--- src/rtl/turtle_io_pkg.sv ---
// Shared definitions for the turtle I/O peripherals.
//   tx_state_t                 : UART transmitter FSM states
//   UART_CLKS_PER_BIT_DEFAULT  : default baud divisor (core clocks per bit)
//   OUT_FIFO_DEPTH_DEFAULT     : default OUT-port FIFO depth in words
package turtle_io_pkg;

  typedef enum logic [1:0] {
    IDLE  = 2'd0,
    START = 2'd1,
    DATA  = 2'd2,
    STOP  = 2'd3
  } tx_state_t;

  localparam int UART_CLKS_PER_BIT_DEFAULT = 868;
  localparam int OUT_FIFO_DEPTH_DEFAULT    = 4;

endpackage

--- src/rtl/word_fifo.sv ---
// Single-clock synchronous FIFO with registered full/empty flags.
//   clk, rst_n : clock, asynchronous active-low reset
//   push/wdata : write strobe and data (ignored while full)
//   pop        : read strobe (ignored while empty); rdata shows the head word
//   full/empty : registered occupancy flags
module word_fifo #(
  parameter int WIDTH = 16,
  parameter int DEPTH = 4
) (
  input  logic             clk,
  input  logic             rst_n,
  input  logic             push,
  input  logic [WIDTH-1:0] wdata,
  input  logic             pop,
  output logic [WIDTH-1:0] rdata,
  output logic             full,
  output logic             empty
);

  localparam int AW = $clog2(DEPTH);
  localparam logic [AW:0] PTR_ONE = {{AW{1'b0}}, 1'b1};

  // One extra pointer bit distinguishes full from empty when the indices match.
  logic [AW:0]      wr_ptr_q, wr_ptr_d;
  logic [AW:0]      rd_ptr_q, rd_ptr_d;
  logic             full_q, full_d;
  logic             empty_q, empty_d;
  logic             do_push, do_pop;
  logic [WIDTH-1:0] mem_q [DEPTH];

  always_comb begin
    do_push  = push && !full_q;
    do_pop   = pop && !empty_q;
    wr_ptr_d = do_push ? wr_ptr_q + PTR_ONE : wr_ptr_q;
    rd_ptr_d = do_pop  ? rd_ptr_q + PTR_ONE : rd_ptr_q;
    // Flags are computed from the next pointers so the registered copies
    // change on the same edge as the push/pop that affects them.
    full_d   = (wr_ptr_d[AW] != rd_ptr_d[AW]) &&
               (wr_ptr_d[AW-1:0] == rd_ptr_d[AW-1:0]);
    empty_d  = (wr_ptr_d == rd_ptr_d);
  end

  always_ff @(posedge clk or negedge rst_n) begin
    if (!rst_n) begin
      wr_ptr_q <= '0;
      rd_ptr_q <= '0;
      full_q   <= 1'b0;
      empty_q  <= 1'b1;
    end else begin
      wr_ptr_q <= wr_ptr_d;
      rd_ptr_q <= rd_ptr_d;
      full_q   <= full_d;
      empty_q  <= empty_d;
    end
  end

  // Storage needs no reset: the pointers alone define which entries are valid.
  always_ff @(posedge clk) begin
    if (do_push) begin
      mem_q[wr_ptr_q[AW-1:0]] <= wdata;
    end
  end

  // Head word is visible combinationally so the consumer can pop and load it
  // on the same edge.
  assign rdata = mem_q[rd_ptr_q[AW-1:0]];
  assign full  = full_q;
  assign empty = empty_q;

endmodule

--- src/rtl/out_port_uart_tx.sv ---
// OUT-instruction peripheral: buffers 16-bit words and sends each as two
// 8N1 UART bytes (low byte first). Never back-pressures the core.
//   clk, rst_n    : core clock, asynchronous active-low reset
//   output_valid  : one-cycle push strobe; out_data sampled with it
//   ovf_clr       : clears the sticky overflow flag (a same-cycle drop wins)
//   tx            : registered serial line, idle high
//   fifo_full/empty : registered FIFO occupancy flags
//   busy          : transmitter is mid-word
//   overflow      : sticky, a push arrived while the FIFO was full
module out_port_uart_tx
  import turtle_io_pkg::*;
#(
  parameter int CLKS_PER_BIT = UART_CLKS_PER_BIT_DEFAULT,
  parameter int FIFO_DEPTH   = OUT_FIFO_DEPTH_DEFAULT
) (
  input  logic        clk,
  input  logic        rst_n,
  input  logic        output_valid,
  input  logic [15:0] out_data,
  input  logic        ovf_clr,
  output logic        tx,
  output logic        fifo_full,
  output logic        fifo_empty,
  output logic        busy,
  output logic        overflow
);

  localparam int CW = $clog2(CLKS_PER_BIT);
  localparam logic [CW-1:0] BAUD_LAST = CW'(CLKS_PER_BIT - 1);
  localparam logic [CW-1:0] BAUD_ONE  = {{(CW-1){1'b0}}, 1'b1};

  tx_state_t   state_q, state_d;
  logic [CW-1:0] baud_q, baud_d;
  logic [2:0]  bit_idx_q, bit_idx_d;
  logic        byte_hi_q, byte_hi_d;
  logic [15:0] hold_q, hold_d;
  logic        tx_q, tx_d;
  logic        ovf_q, ovf_d;

  logic        push_en, drop, fifo_pop, baud_done;
  logic [15:0] fifo_rdata;
  logic [7:0]  cur_byte;

  // A push seen while full is lost even if the FSM pops in the same cycle,
  // because the full flag is the registered one.
  assign push_en = output_valid && !fifo_full;
  assign drop    = output_valid && fifo_full;

  word_fifo #(
    .WIDTH(16),
    .DEPTH(FIFO_DEPTH)
  ) u_fifo (
    .clk  (clk),
    .rst_n(rst_n),
    .push (push_en),
    .wdata(out_data),
    .pop  (fifo_pop),
    .rdata(fifo_rdata),
    .full (fifo_full),
    .empty(fifo_empty)
  );

  always_comb begin
    state_d   = state_q;
    baud_d    = baud_q;
    bit_idx_d = bit_idx_q;
    byte_hi_d = byte_hi_q;
    hold_d    = hold_q;
    fifo_pop  = 1'b0;
    baud_done = (baud_q == BAUD_LAST);

    unique case (state_q)
      IDLE: begin
        if (!fifo_empty) begin
          fifo_pop  = 1'b1;
          hold_d    = fifo_rdata;
          byte_hi_d = 1'b0;
          baud_d    = '0;
          state_d   = START;
        end
      end
      START: begin
        if (baud_done) begin
          baud_d    = '0;
          bit_idx_d = 3'd0;
          state_d   = DATA;
        end else begin
          baud_d = baud_q + BAUD_ONE;
        end
      end
      DATA: begin
        if (baud_done) begin
          baud_d = '0;
          if (bit_idx_q == 3'd7) begin
            state_d = STOP;
          end else begin
            bit_idx_d = bit_idx_q + 3'd1;
          end
        end else begin
          baud_d = baud_q + BAUD_ONE;
        end
      end
      STOP: begin
        if (baud_done) begin
          baud_d = '0;
          // High byte follows the low byte with no idle gap.
          if (!byte_hi_q) begin
            byte_hi_d = 1'b1;
            state_d   = START;
          end else begin
            state_d = IDLE;
          end
        end else begin
          baud_d = baud_q + BAUD_ONE;
        end
      end
      default: state_d = IDLE;
    endcase

    // tx is derived from the next state so the registered line changes on the
    // same edge as the state it belongs to.
    cur_byte = byte_hi_d ? hold_d[15:8] : hold_d[7:0];
    unique case (state_d)
      START:   tx_d = 1'b0;
      DATA:    tx_d = cur_byte[bit_idx_d];
      default: tx_d = 1'b1;
    endcase

    ovf_d = drop ? 1'b1 : (ovf_clr ? 1'b0 : ovf_q);
  end

  always_ff @(posedge clk or negedge rst_n) begin
    if (!rst_n) begin
      state_q   <= IDLE;
      baud_q    <= '0;
      bit_idx_q <= 3'd0;
      byte_hi_q <= 1'b0;
      hold_q    <= 16'h0000;
      tx_q      <= 1'b1;
      ovf_q     <= 1'b0;
    end else begin
      state_q   <= state_d;
      baud_q    <= baud_d;
      bit_idx_q <= bit_idx_d;
      byte_hi_q <= byte_hi_d;
      hold_q    <= hold_d;
      tx_q      <= tx_d;
      ovf_q     <= ovf_d;
    end
  end

  assign tx       = tx_q;
  assign busy     = (state_q != IDLE);
  assign overflow = ovf_q;

endmodule
--- config.mk ---
export PLATFORM = sky130hd
export DESIGN_NAME = out_port_uart_tx
export DESIGN_NICKNAME = d
export VERILOG_FILES = /design/src/rtl/turtle_io_pkg.sv /design/src/rtl/word_fifo.sv /design/src/rtl/out_port_uart_tx.sv
export SDC_FILE = /design/constraint.sdc
export NUM_CORES = 1
export LEC_CHECK = 0
export BUFFER_PORTS_ARGS = -buffer_cell sky130_fd_sc_hd__buf_4
export CAP_MARGIN = 20
export CORE_MARGIN = 2
export CORE_UTILIZATION = 45
export CTS_BUF_LIST = sky130_fd_sc_hd__clkbuf_16
export CTS_CLUSTER_DIAMETER = 50
export CTS_CLUSTER_SIZE = 10
export DETAILED_ROUTE_END_ITERATION = 12
export PLACE_DENSITY = 0.62
export SLEW_MARGIN = 20
export SYNTH_ARGS = -nofsm -noshare
export SYNTH_HDL_FRONTEND = slang
export SYNTH_SLANG_ARGS = --single-unit
--- constraint.sdc ---
create_clock -name clk -period 2.5 [get_ports clk]
set_input_delay 0.25 -clock clk [delete_from_list [all_inputs] [get_ports clk]]
set_output_delay 0.25 -clock clk [all_outputs]
set_load 0.005 [all_outputs]
## After elaboration in Yosys (flattened, before gate mapping)

Memories as Yosys holds them, arrays and structs flattened.
Index checks and enable logic that the tools add are counted.

| storage, ports and cells | value |
|---|---|
| memories | 1 |
| bits in writable memories | 64 |
| flip-flop bits (word level) | 42 |
| output and inout bits | 5 |
| input bits | 20 |

Memory list:

| memory | words | width | rd ports | clocked after memory_dff | wr ports | line | source |
|---|---|---|---|---|---|---|---|
| u_fifo.mem_q | 4 | 16 | 1 | 0 | 1 | word_fifo.sv:29 | `logic [WIDTH-1:0] mem_q [DEPTH];` |

| operators by class | value |
|---|---|
| reduce and logical (&&, ||, !) cells | 11 |
| $add $sub $neg | 4 |
| eq/ne operators | 11 |
| magnitude comparators | 1 |
| mux-type cells | 31 |

Operators by type and width:

| operator | count |
|---|---|
| $mux 16 | 2 |
| $mux 10 | 2 |
| $pmux 10 s2 | 1 |
| $mux 3 | 5 |
| $add 10x1->10 const B | 1 |
| $eq 10x10->1 const B | 1 |
| $mux 1 | 10 |
| $mux 2 | 5 |
| $add 3x1->3 const B | 3 |
| $mux 8 | 1 |
| $pmux 2 s4 | 1 |
| $eq 2x2->1 const B | 3 |
| $pmux 3 s2 | 1 |
| $logic_and 1x1->1 | 5 |
| $eq 2x1->1 const B | 2 |
| $lt 3x4->1 const B | 1 |
| $pmux 1 s2 | 2 |
| $reduce_bool 2->1 | 2 |
| $bmux 1 s3 | 1 |
| $eq 3x3->1 | 1 |
| $eq 3x3->1 const B | 1 |
| $reduce_or 3->1 | 1 |
| $eq 2x2->1 | 1 |
| $logic_not 1->1 | 2 |
| other kinds (3) | 3 |

## Longest topological paths before layout

| depth | value |
|---|---|
| word-level depth | 7 |
| mapped depth | 11 |
| mapped depth without buffers | 10 |

## By module

From an unflattened synthesis, not the netlist that was laid out.

| second synthesis, totals | value |
|---|---|
| cells, all modules | 296 |
| area, all modules | 4601.9 um^2 |

By module, submodules not included:

| module | times used | seq. area each (um^2) | area each (um^2) | cells an instance |
|---|---|---|---|---|
| word_fifo | 1 | 2123.3 | 2775.2 | 120 |
| out_port_uart_tx | 1 | 852.1 | 1826.8 | 176 |

## Worst setup path before layout

Ideal clock, no wire load.

| timing | value |
|---|---|
| path type | register to register |
| start | register state_q[1] |
| end | register tx_q, in the netlist tx |
| buffers on the path | 0 |
| arrival | 2054 ps |
| library setup time | 93 ps |
| path slack | 353 ps |
| clock period less this slack | 2147 ps |
| stages on the path, launching flop included | 10 |
| required time | 2407 ps |
| path through | dfrtp_1 inv_1 ha_1 inv_1 nor4_4 and3_2 nor2_1 o311a_1 o211ai_1 a32oi_1 |

| between the ends | value |
|---|---|
| longest elaborated chain between the ends | 6 |

RTL lines:

| element | line | source |
|---|---|---|
| start, declared | out_port_uart_tx.sv:32 | `tx_state_t state_q, state_d;` |
| start signal, assigned | out_port_uart_tx.sv:142 | `state_q <= state_d;` |
| $eq 2x2->1 / $logic_not 2->1 (equally long branches) | out_port_uart_tx.sv:72 | `unique case (state_q)` |
| $pmux 1 s2 / $mux 16 (equally long branches) | out_port_uart_tx.sv:72 |  |
| $mux 8 | out_port_uart_tx.sv:122 | `cur_byte = byte_hi_d ? hold_d[15:8] : hold_d[7:0];` |
| $bmux 1 s3 | out_port_uart_tx.sv:125 | `DATA: tx_d = cur_byte[bit_idx_d];` |
| $mux 1 (implied by the code) | out_port_uart_tx.sv:125 |  |
| $pmux 1 s2 * | out_port_uart_tx.sv:123 | `unique case (state_d)` |
| named net tx_d | out_port_uart_tx.sv:37 | `logic tx_q, tx_d;` |
| end signal, assigned | out_port_uart_tx.sv:147 | `tx_q <= tx_d;` |
| end, declared | out_port_uart_tx.sv:37 |  |

The timed path passes the listed nets; every way through them passes the cells marked *. The select of a mux whose other input is x is not followed.
A chain may end at the register's enable or synchronous reset.

## Final worst setup path

| timing | value |
|---|---|
| start | register baud_q[4] |
| end | register tx_q, in the netlist tx |

| between the ends | value |
|---|---|
| longest elaborated chain between the ends | 7 |

RTL lines:

| element | line | source |
|---|---|---|
| start, declared | out_port_uart_tx.sv:33 | `logic [CW-1:0] baud_q, baud_d;` |
| start signal, assigned | out_port_uart_tx.sv:143 | `baud_q <= baud_d;` |
| $eq 10x10->1 * | out_port_uart_tx.sv:70 | `baud_done = (baud_q == BAUD_LAST);` |
| $mux 1 | out_port_uart_tx.sv:104 | `if (baud_done) begin` |
| $pmux 1 s2 | out_port_uart_tx.sv:72 |  |
| $mux 8 | out_port_uart_tx.sv:122 |  |
| $bmux 1 s3 | out_port_uart_tx.sv:125 |  |
| $mux 1 (implied by the code) | out_port_uart_tx.sv:125 |  |
| $pmux 1 s2 * | out_port_uart_tx.sv:123 |  |
| named net tx_d | out_port_uart_tx.sv:37 |  |

Marked as above.

==> flow_summary.ini <==
[yosys]
synth_ff_type = edfxtp_1
synth.most_common_cell = edfxtp_1
avgSynthCellArea_um2 = 15.4
synthTopCellsByArea = edfxtp_1 41%, dfrtp_1 21%, mux4_1 6.2%
yosysWarnings = 0
postSynth.asyncResetShare = 0.396
synth_nets = 336
synth_top_cell_area_share = 0.409
synth_cell_types = 56
synth_top_family_by_area = multiplexers
synth_compound_area_frac = 0.0677
synth.area.mux_share = 0.127
post-synth-top-area-cell = edfxtp_1
ys_seq_elements = 106
yosysSeqAreaShare = 0.634
yosys.area_share.simple = 0.0778
synthCells = 304
syn_area_mm2 = 0.00470
synth-xor-area-share = 0.0261
synth_fa_ha_area_frac = 0.0320
synth_edf_count = 64
synthTopCellsByCount = 64 x edfxtp_1, 40 x dfrtp_1, 20 x inv_1

[global_routing]
grt_use_met1 = 0.218
grt_pass1_vias = 2658
antenna_found_initial = 0
grt-ovfl-total = 0
grt_pass1_wl_mm = 13.7
grt_util_all_layers = 0.159
globalRouteMet2Util = 0.255
grt.busiest_layer = met2
grt_start_max_net_pins = 43
grtUsageMet3 = 0.0374

[place]
place_area_mm2 = 0.00506
post-place-ws_ns = 0.122
port_buffers = 24
hpwl_mm = 5.18
gp_congestion = 0.807
dpl.cell_count = 465

[layout]
design_area_mm2 = 0.00543
regArea_mm2 = 0.00298
area_growth_pct = 15.6
finalNonFillerCells = 483
drive_above_1_share = 0.271
multi_input_area_mm2 = 0.00159
nNetsFinal = 374
n_antenna_cell = 0
fill_cells = 835

[die]
design.core.area_mm2 = 0.0102
die_area_mm2 = 0.0113
rows = 37
initial_core_util = 0.459
io_pins = 25
dieWidth_um = 106
chipHeight_um = 106

[power_and_ir_drop]
p_leak_uw = 0.00215
power.total_uw = 4090
peakVddDrop_mv = 0.417
power.density_mw_per_mm2 = 754

[critical_path]
end_kind = flop
arrival_ns = 2.59
critPathMaxFanout = 6
worstPathRequired_ns = 2.76
path_class = flop to flop
critPathLaunchType = flop

[sta]
fin_ws_ns = 0.177
drv_slew = 0
worst_pin_slew_ns = 0.566
max_freq_mhz = 430
skew_ns = 0.00630
period_minus_slack_ns = 2.32
maxSlewHeadroom = 0.623
fin_crit_sh = 0.929
holdWs_ns = 0.0959
timing_hold_violations_final = 0
finalSetupViolCount = 0

[drt]
drc = 0
drtPass1Iterations = 4
antenna_left = 0
wl_per_cell_um = 17.0
vias_per_cell = 5.33
routed_wirelength_mm = 8.19
via_count = 2576
dr.first_iter.drc_count = 161

[hold_path]
hold_class = input pin to flop

[clocking]
root_buffer = clkbuf_16
path_clk_slew_ns = 0.07
cts_buffers = 9
insertion_delay_ns = 0.34
htree_levels = 3
clock_sink_count = 106
cts_tree = built
cts_buffer_depth = 2

[run_status]
outcome = finished clean

[job]
cap_viol_max_count = 0
[layout by cell type, fill, tap and decap left out, types with 2 or more instances in the layout]
cell type,n
nor2_1,17
ha_1,12
dfstp_2,2
mux4_2,5
mux2_2,16
nor3_2,4
nand4_1,3
inv_1,20
buf_4,31
o21ai_0,9
dfrtp_1,40
a41oi_2,2
mux4_1,11
nor2b_1,3
inv_6,3
nor3_1,6
nand2_1,14
a21oi_2,2
o211a_1,2
xnor2_1,5
o211ai_1,2
a21o_1,3
nand3_1,4
buf_12,3
edfxtp_1,64
clkbuf_16,9
a21oi_1,10
xor2_1,9
and2_1,3
[registers in the layout (all words and copies together), names as in the netlist, 2 cells and up]
register / count
u_fifo.rd_ptr_q: 3
u_fifo.wr_ptr_q: 3
state_q: 2
u_fifo.mem_q: 64
hold_q: 16
bit_idx_q: 3
baud_q: 10
[metal layers]
layer | share of wire | vias to the layer above
met1 | 0.46 | 1309
met4 | 0.016 | 0
met3 | 0.025 | 10
li1 | - | 1220
met2 | 0.50 | 37
met5 | 0 | -
[repair_timing]
action	CTS	global route
buffers inserted	0	1
endpoints found under the hold margin	40	0
hold buffers	1	0
gates resized for setup	0	8
setup endpoints to repair	0	1
[cell families (layout without fill, tap and decap cells)]
kind of cell,after synthesis,after routing
AND/OR/NAND/NOR,66,66
flip-flops,106,106
adder cells (fa/ha/maj),12,12
AO/OA/AOI/OAI,45,45
XOR/XNOR,14,14
buffers and inverters,28,71
multiplexers,33,33
[worst max-delay path, cell delays in order, from the launching register on]
cell	delay, ns
dfrtp_1	0.44
nor3b_1	0.52
a41oi_2	0.26
o21a_1	0.29
o22a_2	0.24
o21ai_0	0.15
o311ai_1	0.13
a32oi_1	0.22
[cell type report]
| cell class | instances | area share |
|---|---|---|
| Clock buffer | 9 | 0.0415 |
| Clock inverter | 7 | 0.0168 |
| Inverter | 20 | 0.0138 |
| Multi-Input combinational cell | 170 | 0.292 |
| Sequential cell | 106 | 0.548 |
| Tap cell | 136 | 0.0314 |
| Timing Repair Buffer | 35 | 0.0558 |
[where the power goes]
| part | switching (µW) | internal [µW] | total (µW) |
|---|---|---|---|
| combinational | 258 | 187 | 445 |
| clock | 665 | 803 | 1470 |
| sequential | 66.4 | 2110 | 2180 |
| total | 990 | 3100 | 4090 |
[final timing paths]
path | start | to | slack, ns | cells past startpoint
max in group asynchronous | rst_n | u_fifo.empty | 1.68 | 2
worst min register to register | hold_q[8] | hold_q[8] | 0.50 | 1
worst max-delay path | baud_q[4] | tx | 0.18 | 7
worst max register to register | baud_q[4] | tx | 0.18 | 7
min in group asynchronous | rst_n | baud_q[1] | 0.42 | 2
worst min-delay path | ovf_clr | overflow | 0.1 | 2
[metrics by stage]
step / setup TNS (ns) / utilization
4_1_cts: 0 / 0.526
5_1_grt: -0.0205 / 0.530
3_5_place_dp: 0 / 0.494
2_1_floorplan: 0 / -
3_3_place_gp: 0 / 0.494
6_report: 0 / 0.530
(Power assumes the default switching activity.)
